`config.mk`:
```
export PLATFORM = sky130hd
export DESIGN_NAME = div_issue_ctrl
export DESIGN_NICKNAME = d
export VERILOG_FILES = /design/src/rtl/div_pkg.sv /design/src/rtl/div_special_chk.sv /design/src/rtl/div_issue_ctrl.sv
export SDC_FILE = /design/constraint.sdc
export NUM_CORES = 1
export LEC_CHECK = 0
export BUFFER_PORTS_ARGS = -buffer_cell sky130_fd_sc_hd__buf_2
export CORE_MARGIN = 4
export CORE_UTILIZATION = 56
export CTS_CLUSTER_SIZE = 12
export DETAILED_ROUTE_END_ITERATION = 12
export PLACE_DENSITY = 0.9
export SLEW_MARGIN = 20
export SYNTH_ARGS = -nofsm -noshare
export SYNTH_HDL_FRONTEND = slang
export SYNTH_HIERARCHICAL = 1
export SYNTH_SLANG_ARGS = --single-unit
```
`constraint.sdc`:
```
create_clock -name clk -period 5.2 [get_ports clk]
set_clock_uncertainty 0.2 [all_clocks]
set_input_delay 1.04 -clock clk [delete_from_list [all_inputs] [get_ports clk]]
set_output_delay 1.04 -clock clk [all_outputs]
set_load 0.05 [all_outputs]
```
`src/rtl/div_pkg.sv`:
```
// Shared definitions for the divide issue controller: funct3 encodings, FSM states, default width.
// Pure declarations, no logic and no state.
// Backpressure: not applicable.
package div_pkg;

    localparam int DW_DEFAULT = 32;

    localparam logic [2:0] F3_DIV  = 3'b100;
    localparam logic [2:0] F3_DIVU = 3'b101;
    localparam logic [2:0] F3_REM  = 3'b110;
    localparam logic [2:0] F3_REMU = 3'b111;

    typedef enum logic [2:0] {
        IDLE,
        ISSUE,
        WAIT,
        DONE,
        DRAIN
    } state_e;

    function automatic logic is_div_op(input logic [2:0] f3);
        return (f3 == F3_DIV) || (f3 == F3_DIVU) || (f3 == F3_REM) || (f3 == F3_REMU);
    endfunction

endpackage

```
`src/rtl/div_special_chk.sv`:
```
// Detects divide-by-zero and signed overflow and produces their fixed quotient/remainder.
// Latency: combinational.
// Backpressure: none, pure function of the operands.
module div_special_chk
    import div_pkg::*;
#(
    parameter int DW = DW_DEFAULT
) (
    input  logic [DW-1:0] rs1,
    input  logic [DW-1:0] rs2,
    input  logic          is_signed,
    output logic          hit,
    output logic [DW-1:0] quot,
    output logic [DW-1:0] rem
);

    logic div_zero;
    logic ovf;

    assign div_zero = (rs2 == '0);
    assign ovf      = is_signed && (rs1 == {1'b1, {(DW-1){1'b0}}}) && (rs2 == '1);
    assign hit      = div_zero || ovf;

    // Overflow returns the dividend as quotient, which is also what ovf's rs1 already holds.
    assign quot = div_zero ? '1 : rs1;
    assign rem  = div_zero ? rs1 : '0;

endmodule

```
`src/rtl/div_issue_ctrl.sv`:
```
// Issues RV32M DIV/DIVU/REM/REMU to the iterative divider and writes back one result; DIV_RESULT_CACHE_EN adds a last-result cache.
// Latency: special case (or cache hit) gives wb_en_o 1 cycle after acceptance; otherwise 1 cycle after div_done_i.
// Backpressure: stall_o holds EX from acceptance until the writeback cycle; a flush aborts and drains the divider.
module div_issue_ctrl
    import div_pkg::*;
#(
    parameter int DW          = DW_DEFAULT,
    parameter int DIV_TIMEOUT = 40
) (
    input  logic          clk,
    input  logic          rst_n,
    input  logic          ex_req_i,
    input  logic [2:0]    ex_funct3_i,
    input  logic [DW-1:0] ex_rs1_i,
    input  logic [DW-1:0] ex_rs2_i,
    input  logic [4:0]    ex_rd_i,
    input  logic          flush_i,
    output logic [DW-1:0] div_dividend_o,
    output logic [DW-1:0] div_divisor_o,
    output logic          div_signed_o,
    output logic          div_en_o,
    input  logic          div_busy_i,
    input  logic          div_done_i,
    input  logic [DW-1:0] div_quot_i,
    input  logic [DW-1:0] div_rem_i,
    output logic          stall_o,
    output logic          wb_en_o,
    output logic [4:0]    wb_rd_o,
    output logic [DW-1:0] wb_data_o,
    output logic          err_o
);

    localparam int CW = $clog2(DIV_TIMEOUT + 1);

    state_e        state_q, state_d;
    logic [DW-1:0] rs1_q, rs2_q, quot_q, rem_q;
    logic [4:0]    rd_q;
    logic [1:0]    op_q;
    logic [CW-1:0] cnt_q;
    logic          err_q;
    logic          accept, spec_hit, cache_hit, capture, timeout, in_div;
    logic [DW-1:0] spec_quot, spec_rem, cache_quot, cache_rem;

    assign accept = (state_q == IDLE) && ex_req_i && is_div_op(ex_funct3_i) && !flush_i;
    assign in_div = (state_q == ISSUE) || (state_q == WAIT);

    div_special_chk #(.DW(DW)) u_special_chk (
        .rs1       (ex_rs1_i),
        .rs2       (ex_rs2_i),
        .is_signed (!ex_funct3_i[0]),
        .hit       (spec_hit),
        .quot      (spec_quot),
        .rem       (spec_rem)
    );

    always_ff @(posedge clk or negedge rst_n) begin
        if (!rst_n) begin
            state_q <= IDLE;
        end else begin
            state_q <= state_d;
        end
    end

    always_comb begin
        state_d  = state_q;
        div_en_o = 1'b0;
        wb_en_o  = 1'b0;
        stall_o  = 1'b0;
        capture  = 1'b0;
        timeout  = 1'b0;
        case (state_q)
            IDLE: begin
                if (accept) begin
                    stall_o = 1'b1;
                    state_d = (spec_hit || cache_hit) ? DONE : ISSUE;
                end
            end
            ISSUE: begin
                stall_o = 1'b1;
                // A flushed op never starts the divider, so there is nothing to drain.
                if (flush_i) begin
                    state_d = IDLE;
                end else begin
                    div_en_o = 1'b1;
                    state_d  = WAIT;
                end
            end
            WAIT: begin
                stall_o = 1'b1;
                if (flush_i) begin
                    state_d = div_done_i ? IDLE : DRAIN;
                end else if (div_done_i) begin
                    capture = 1'b1;
                    state_d = DONE;
                end else if (cnt_q == CW'(DIV_TIMEOUT)) begin
                    timeout = 1'b1;
                    state_d = DONE;
                end
            end
            DONE: begin
                wb_en_o = !flush_i;
                state_d = IDLE;
            end
            DRAIN: begin
                if (div_done_i || !div_busy_i) begin
                    state_d = IDLE;
                end
            end
            default: state_d = IDLE;
        endcase
    end

    always_ff @(posedge clk or negedge rst_n) begin
        if (!rst_n) begin
            rs1_q  <= '0;
            rs2_q  <= '0;
            rd_q   <= '0;
            op_q   <= '0;
            quot_q <= '0;
            rem_q  <= '0;
            cnt_q  <= '0;
            err_q  <= 1'b0;
        end else begin
            if (accept) begin
                rs1_q <= ex_rs1_i;
                rs2_q <= ex_rs2_i;
                rd_q  <= ex_rd_i;
                op_q  <= ex_funct3_i[1:0];
                // Special results win over the cache; a cached tuple can never be special.
                quot_q <= spec_hit ? spec_quot : cache_quot;
                rem_q  <= spec_hit ? spec_rem  : cache_rem;
            end else if (capture) begin
                quot_q <= div_quot_i;
                rem_q  <= div_rem_i;
            end else if (timeout) begin
                quot_q <= '0;
                rem_q  <= '0;
            end
            cnt_q <= (state_q == WAIT) ? cnt_q + CW'(1) : '0;
            if (timeout) begin
                err_q <= 1'b1;
            end
        end
    end

`ifdef DIV_RESULT_CACHE_EN
    logic          c_vld, c_sgn;
    logic [DW-1:0] c_rs1, c_rs2;

    assign cache_hit = c_vld && (c_rs1 == ex_rs1_i) && (c_rs2 == ex_rs2_i)
                     && (c_sgn == !ex_funct3_i[0]);

    always_ff @(posedge clk or negedge rst_n) begin
        if (!rst_n) begin
            c_vld      <= 1'b0;
            c_sgn      <= 1'b0;
            c_rs1      <= '0;
            c_rs2      <= '0;
            cache_quot <= '0;
            cache_rem  <= '0;
        end else if (flush_i || timeout) begin
            c_vld <= 1'b0;
        end else if (capture) begin
            c_vld      <= 1'b1;
            c_sgn      <= !op_q[0];
            c_rs1      <= rs1_q;
            c_rs2      <= rs2_q;
            cache_quot <= div_quot_i;
            cache_rem  <= div_rem_i;
        end
    end
`else
    assign cache_hit  = 1'b0;
    assign cache_quot = '0;
    assign cache_rem  = '0;
`endif

    assign div_dividend_o = in_div ? rs1_q : '0;
    assign div_divisor_o  = in_div ? rs2_q : '0;
    assign div_signed_o   = in_div && !op_q[0];
    assign wb_rd_o        = wb_en_o ? rd_q : '0;
    assign wb_data_o      = wb_en_o ? (op_q[1] ? rem_q : quot_q) : '0;
    assign err_o          = err_q;

endmodule

```
# Word-level counts from Yosys, hierarchy flattened
# Cells that the tools add are included.
word_totals:
  ff_bits: 145
  latchBits: 0
  rom_bits: 0
  ramBits: 0
  mem_count: 0
  word_cells: 81
  out_inout_bits: 106
op_classes:
  div_mod_pow: 0
  shift: 0
  mul: 0
  n_bitwise: 0
  n_mux: 36
  add_sub_neg: 1
  n_lt_le_gt_ge: 0
  n_reduce_logical: 21
  eq_ne: 14
ops:
  columns: ["op", "count"]
  rows:
  - ["2-to-1 mux 32 bit", 13]
  - ["== test 32 bit, second input constant", 2]
  - ["logical NOT 32 bit", 1]
  - ["2-to-1 mux 3 bit", 6]
  - ["== test 3 bit, second input constant", 5]
  - ["one-hot mux 3 bit (4 select lines)", 1]
  - ["2-to-1 mux 1 bit", 11]
  - ["adder 6 x 1 -> 6 bit, second input constant", 1]
  - ["== test 3 x 2 -> 1 bit, second input constant", 2]
  - ["== test 6 bit, second input constant", 1]
  - ["logical AND 1 bit", 6]
  - ["logical OR 1 bit", 6]
  - ["2-to-1 mux 6 bit", 1]
  - ["2-to-1 mux 5 bit", 1]
  - ["logical NOT 1 bit", 4]
  - ["2-to-1 mux 2 bit", 2]
  - ["inequality test 2 bit, second input constant", 2]
  - ["inequality test 4 x 3 -> 1 bit, second input constant", 1]
  - ["== test 3 x 1 -> 1 bit, second input constant", 1]
  - ["logical NOT 3 bit", 1]
  - ["AND reduction 3 bit", 1]
  - ["nonzero test 3 bit", 1]
  - ["one-hot mux 1 bit (2 select lines)", 1]
  - ["OR reduction 2 bit", 1]

# Longest topological paths before layout
logic_depth:
  depth_word: 8
  depth_mapped: 10

# Modules after synthesis
# Netlist, hierarchy kept.
modules_own_cells:
  columns: ["mod", "n_inst", "cells_each", "area_per_inst_um2"]
  rows:
  - ["div_issue_ctrl", 1, 787, 7214.4]
  - ["div_special_chk", 1, 106, 650.6]

# Worst setup path after synthesis
# Ideal clock, no wire load.
synth_timing:
  path_type: "input-to-output"
  start: "in flush_i"
  end: "out stall_o"
  cell_stages: 5
  setup_slack_ns: 1.589
  t_arrival_ns: 2.371
  cell_sequence: "nor2_1 -> nand4_1 -> clkbuf_1 -> clkbuf_1 -> o21ai_0"
synth_between:
  elab_chain_len: 4
synth_rtl:
  columns: ["item", "line_no", "text"]
  rows:
  - ["from (decl)", "div_issue_ctrl.sv:17", "input logic flush_i,"]
  - ["logical NOT 1 bit", "div_issue_ctrl.sv:44", "assign accept = (state_q == IDLE) && ex_req_i && is_div_op(ex_funct3_i) && !flush_i;"]
  - ["logical AND 1 bit", "div_issue_ctrl.sv:44", null]
  - ["2-to-1 mux 1 bit", "div_issue_ctrl.sv:73", "if (accept) begin"]
  - ["one-hot mux 1 bit (2 select lines)", "div_issue_ctrl.sv:71", "case (state_q)"]
  - ["to (decl)", "div_issue_ctrl.sv:26", "output logic stall_o,"]
# Every way passes these cells.

# Worst setup path in the final report
layout_timing:
  start: "in flush_i"
  end: "out wb_rd_o[4]"
layout_between:
  elab_chain_len: 3
layout_rtl:
  columns: ["item", "line_no", "text"]
  rows:
  - ["logical NOT 1 bit", "div_issue_ctrl.sv:101", "wb_en_o = !flush_i;"]
  - ["2-to-1 mux 1 bit", "div_issue_ctrl.sv:71", null]
  - ["2-to-1 mux 5 bit", "div_issue_ctrl.sv:181", "assign wb_rd_o = wb_en_o ? rd_q : '0;"]
  - ["to (decl)", "div_issue_ctrl.sv:28", "output logic [4:0] wb_rd_o,"]
# Every way passes these cells.

==> results by group <==
Cells and area
  – Area growth, synth to finish: 23.91%
  – Share of cells above drive strength 1: 0.3098
  – Fin util: 0.7048
  – Final net count: 1248
  – Post-route design area: 9746 µm²
  – Filler cell count: 1052

GRT
  – First-pass GRT wire length: around 37000 µm
  – Pin count of the biggest net entering global routing: between 100 and 150
  – Global Route Usage Sum: 0.2867
  – Antenna violations before repair: 0
  – Vias in the first global route: approximately 7000
  – Congestion Overflow GR: 0

Pwr
  – Seq pwr share: 0.418
  – Internal: 2.445 mW
  – Switch Pwr: about 1.1 mW
  – Logic gate share of total power: 0.222
  – Leak: approximately 5.0 nW
  – P per Cell Area: between 300 and 400 nW/µm²
  – Clock share of power: 0.360
  – Peak VDD IR: between 0.0002 and 0.00025 V
  – Final Power: 3.569 mW
  – Sw Share: 0.3150

STA
  – Fin crit share: 0.6980
  – Worst-margin pin slew: around 1.1 ns
  – Upper clock frequency limit: 275.5 MHz
  – Setup Total Neg Slack: 0 ns
  – RSZ-0062 raised after global routing: false
  – Normalized max-slew margin: 0.2924
  – Fin crit period: 3.630 ns
  – Final Hold Vio Count: 0
  – Post-route setup slack: 1.570 ns
  – Max-slew violation count: 0
  – # setup viols final: 0

Routing
  – Vias: approximately 7300
  – DR WL/cell: 17.80 µm
  – Drt drc: 0
  – Vias/cell: 5.616
  – Final antenna-violating net count: 0
  – Initial DRC Count: around 550
  – Pre-antenna DRT Iters: 5
  – DRT Wirelength: around 23000 µm

Synthesis
  – Register area share after synthesis: 0.4613
  – Post-Synthesis Cell Area: between 7000 and 8000 µm²
  – Post-synth top area cell: dfrtp_1
  – Most common cell in the netlist: nand2_1
  – Top-area cell type share of the netlist area: 0.4613
  – Post-synth EDFFs: 0
  – Post-synth top cells: 216 x nand2_1, 145 x dfrtp_1, 100 x and2_1, 69 x inv_1, 64 x a32oi_1
  – Top post-synthesis cells by area: dfrtp_1 46%, nand2_1 10%, and2_1 8.0%
  – Yosys cell types: 37
  – Async SR Flop Fraction: 1.000
  – Mean Syn Cell Area: between 8 and 9 µm²
  – Synth Register Bits: about 150
  – Net count after synthesis: about 1000
  – Top FF cell, synth: dfrtp_1
  – Ys Warns: 6
  – Synth Instances: between 800 and 900

Floorplan
  – Die Height: ~130 µm
  – # IOs: between 200 and 250
  – Initial Util: 0.5688
  – DIE AREA: 16000 µm²
  – Core Footprint: around 14000 µm²
  – Row count: 43
  – Die X: ~130 µm

Clocking
  – Max Root-Sink Buffers: 2
  – Worst-skew pair later-pin latency: 0.41 ns
  – Max H-tree Level: 4
  – CTS tree: yes
  – Inserted Clock Buffers: 17
  – CTS Hold Bufs: 0
  – Clock Sinks: between 100 and 150
  – CTS clk-pin slew, worst paths: 0.06 ns
  – CTS resizes: 0
  – Root Driver: clkbuf_16
  – Post-CTS setup buffers: 0

Status
  – Outcome: complete, no violations

Placed design
  – Placer Congestion: around 0.85
  – Place WS: about 1.6 ns
  – Area after DPL: 9100 µm²
  – IO Port Bufs: 247
  – Post-DP HPWL: roughly 16000 µm

Setup path
  – Req. time, crit path: 3.96 ns
  – Crit path max fanout: 33
  – Crit Path Category: input pin to output port
  – CP Launch Type: input pin
  – Arrival time at the worst endpoint: ~2.4 ns
  – Endpoint type of the worst setup path: output port

Worst hold path
  – Hold Crit Class: flop to flop

Job
  – Maximum Capacitance Violations: 0
-- sequential cells by signal, indices dropped and copies added (netlist names) --
register  count
rs2_q        32
rd_q          5
op_q          2
cnt_q         6
err_o         1
quot_q       32
rs1_q        32
rem_q        32
state_q       3
-- stage by stage --
stage | hold slack (ns) | std cells
2_1_floorplan | 0.2374 | 893
3_3_place_gp | 0.2484 | 1264
3_5_place_dp | 0.2537 | 1264
4_1_cts | 0.2679 | 1296
5_1_grt | 0.2810 | 1297
6_report | 0.2642 | 1298
-- logic make-up (layout without fill, tap and decap cells) --
logic type / count (synthesis) / count (layout) / share of synthesized area
buffers and inverters: 135 / 359 / 0.07859
other: 0 / 1 / 0
adders and majority gates: 2 / 2 / 0.003181
xor gates and xnor gates: 5 / 5 / 0.005569
and+or+nand+nor: 440 / 440 / 0.2701
AOI/OAI and AO/OA: 134 / 134 / 0.1405
DFF: 145 / 145 / 0.4613
muxes: 32 / 32 / 0.04073
-- worst paths after layout --
path	cells after the start	end	start	slack, ns
min in group asynchronous	1	rem_q[15]$_DFFE_PN0P_	rst_n	0.54
setup reg to reg	6	rem_q[6]$_DFFE_PN0P_	state_q[2]$_DFFE_PN0P_	2.24
hold / removal	2	rs1_q[8]$_DFFE_PN0P_	rs1_q[8]$_DFFE_PN0P_	0.26
setup / recovery	7	wb_rd_o[4]	flush_i	1.57
max in group asynchronous	2	cnt_q[3]$_DFF_PN0_	rst_n	3.33
hold reg to reg	2	rs1_q[8]$_DFFE_PN0P_	rs1_q[8]$_DFFE_PN0P_	0.26
-- power groups by stage --
| stage | combinational (mW) | sequential, mW | clock, mW |
|---|---|---|---|
| global placement | 0.763 | 1.49 | 0 |
| floorplan | 0.598 | 1.44 | 0 |
| CTS | 0.789 | 1.49 | 1.30 |
| detailed placement | 0.783 | 1.50 | 0 |
| finish | 0.791 | 1.49 | 1.29 |
| global route | 0.865 | 1.52 | 1.35 |
-- critical path, cell delays in order --
cell	delay [ns]
buf_2	0.12
nor2_1	0.28
nand3_1	0.12
buf_4	0.27
inv_1	0.16
and2_1	0.13
buf_2	0.25
-- per-layer routing --
metal  GRT usage  vias to the layer above  part of all wire
met2      0.4552                      394              0.48
met4      0.1161                        0             0.034
li1            -                     3375                 -
met1      0.3856                     3453              0.40
met3     0.06147                       68             0.086
met5           0                        -                 0
-- layout make-up --
type / instances / area [µm²] / share of cell area
Tap cell: 180 / 225.2 / 0.02311
Clock inverter: 11 / 160.2 / 0.01643
Inverter: 69 / 259.0 / 0.02658
Multi-Input combinational cell: 613 / 3656 / 0.3751
Antenna cell: 1 / 2.502 / 0.0002568
Sequential cell: 145 / 3630 / 0.3724
Timing Repair Buffer: 258 / 1353 / 0.1388
Clock buffer: 21 / 460.4 / 0.04725
-- layout by cell type (no fill, tap or decap), types with 17 or more instances in the layout --
cell       netlist  routed
o21ai_0         17      17
or2_1           32      32
inv_1           69      69
mux2i_1         32      32
dfrtp_1        145     144
clkbuf_16        0      17
nor2_1          45      43
nand2_1        216     216
a32oi_1         64      64
o21ai_2         49      49
buf_2            8     246
and2_1         100     100
Power figures use the tool's default switching activity.
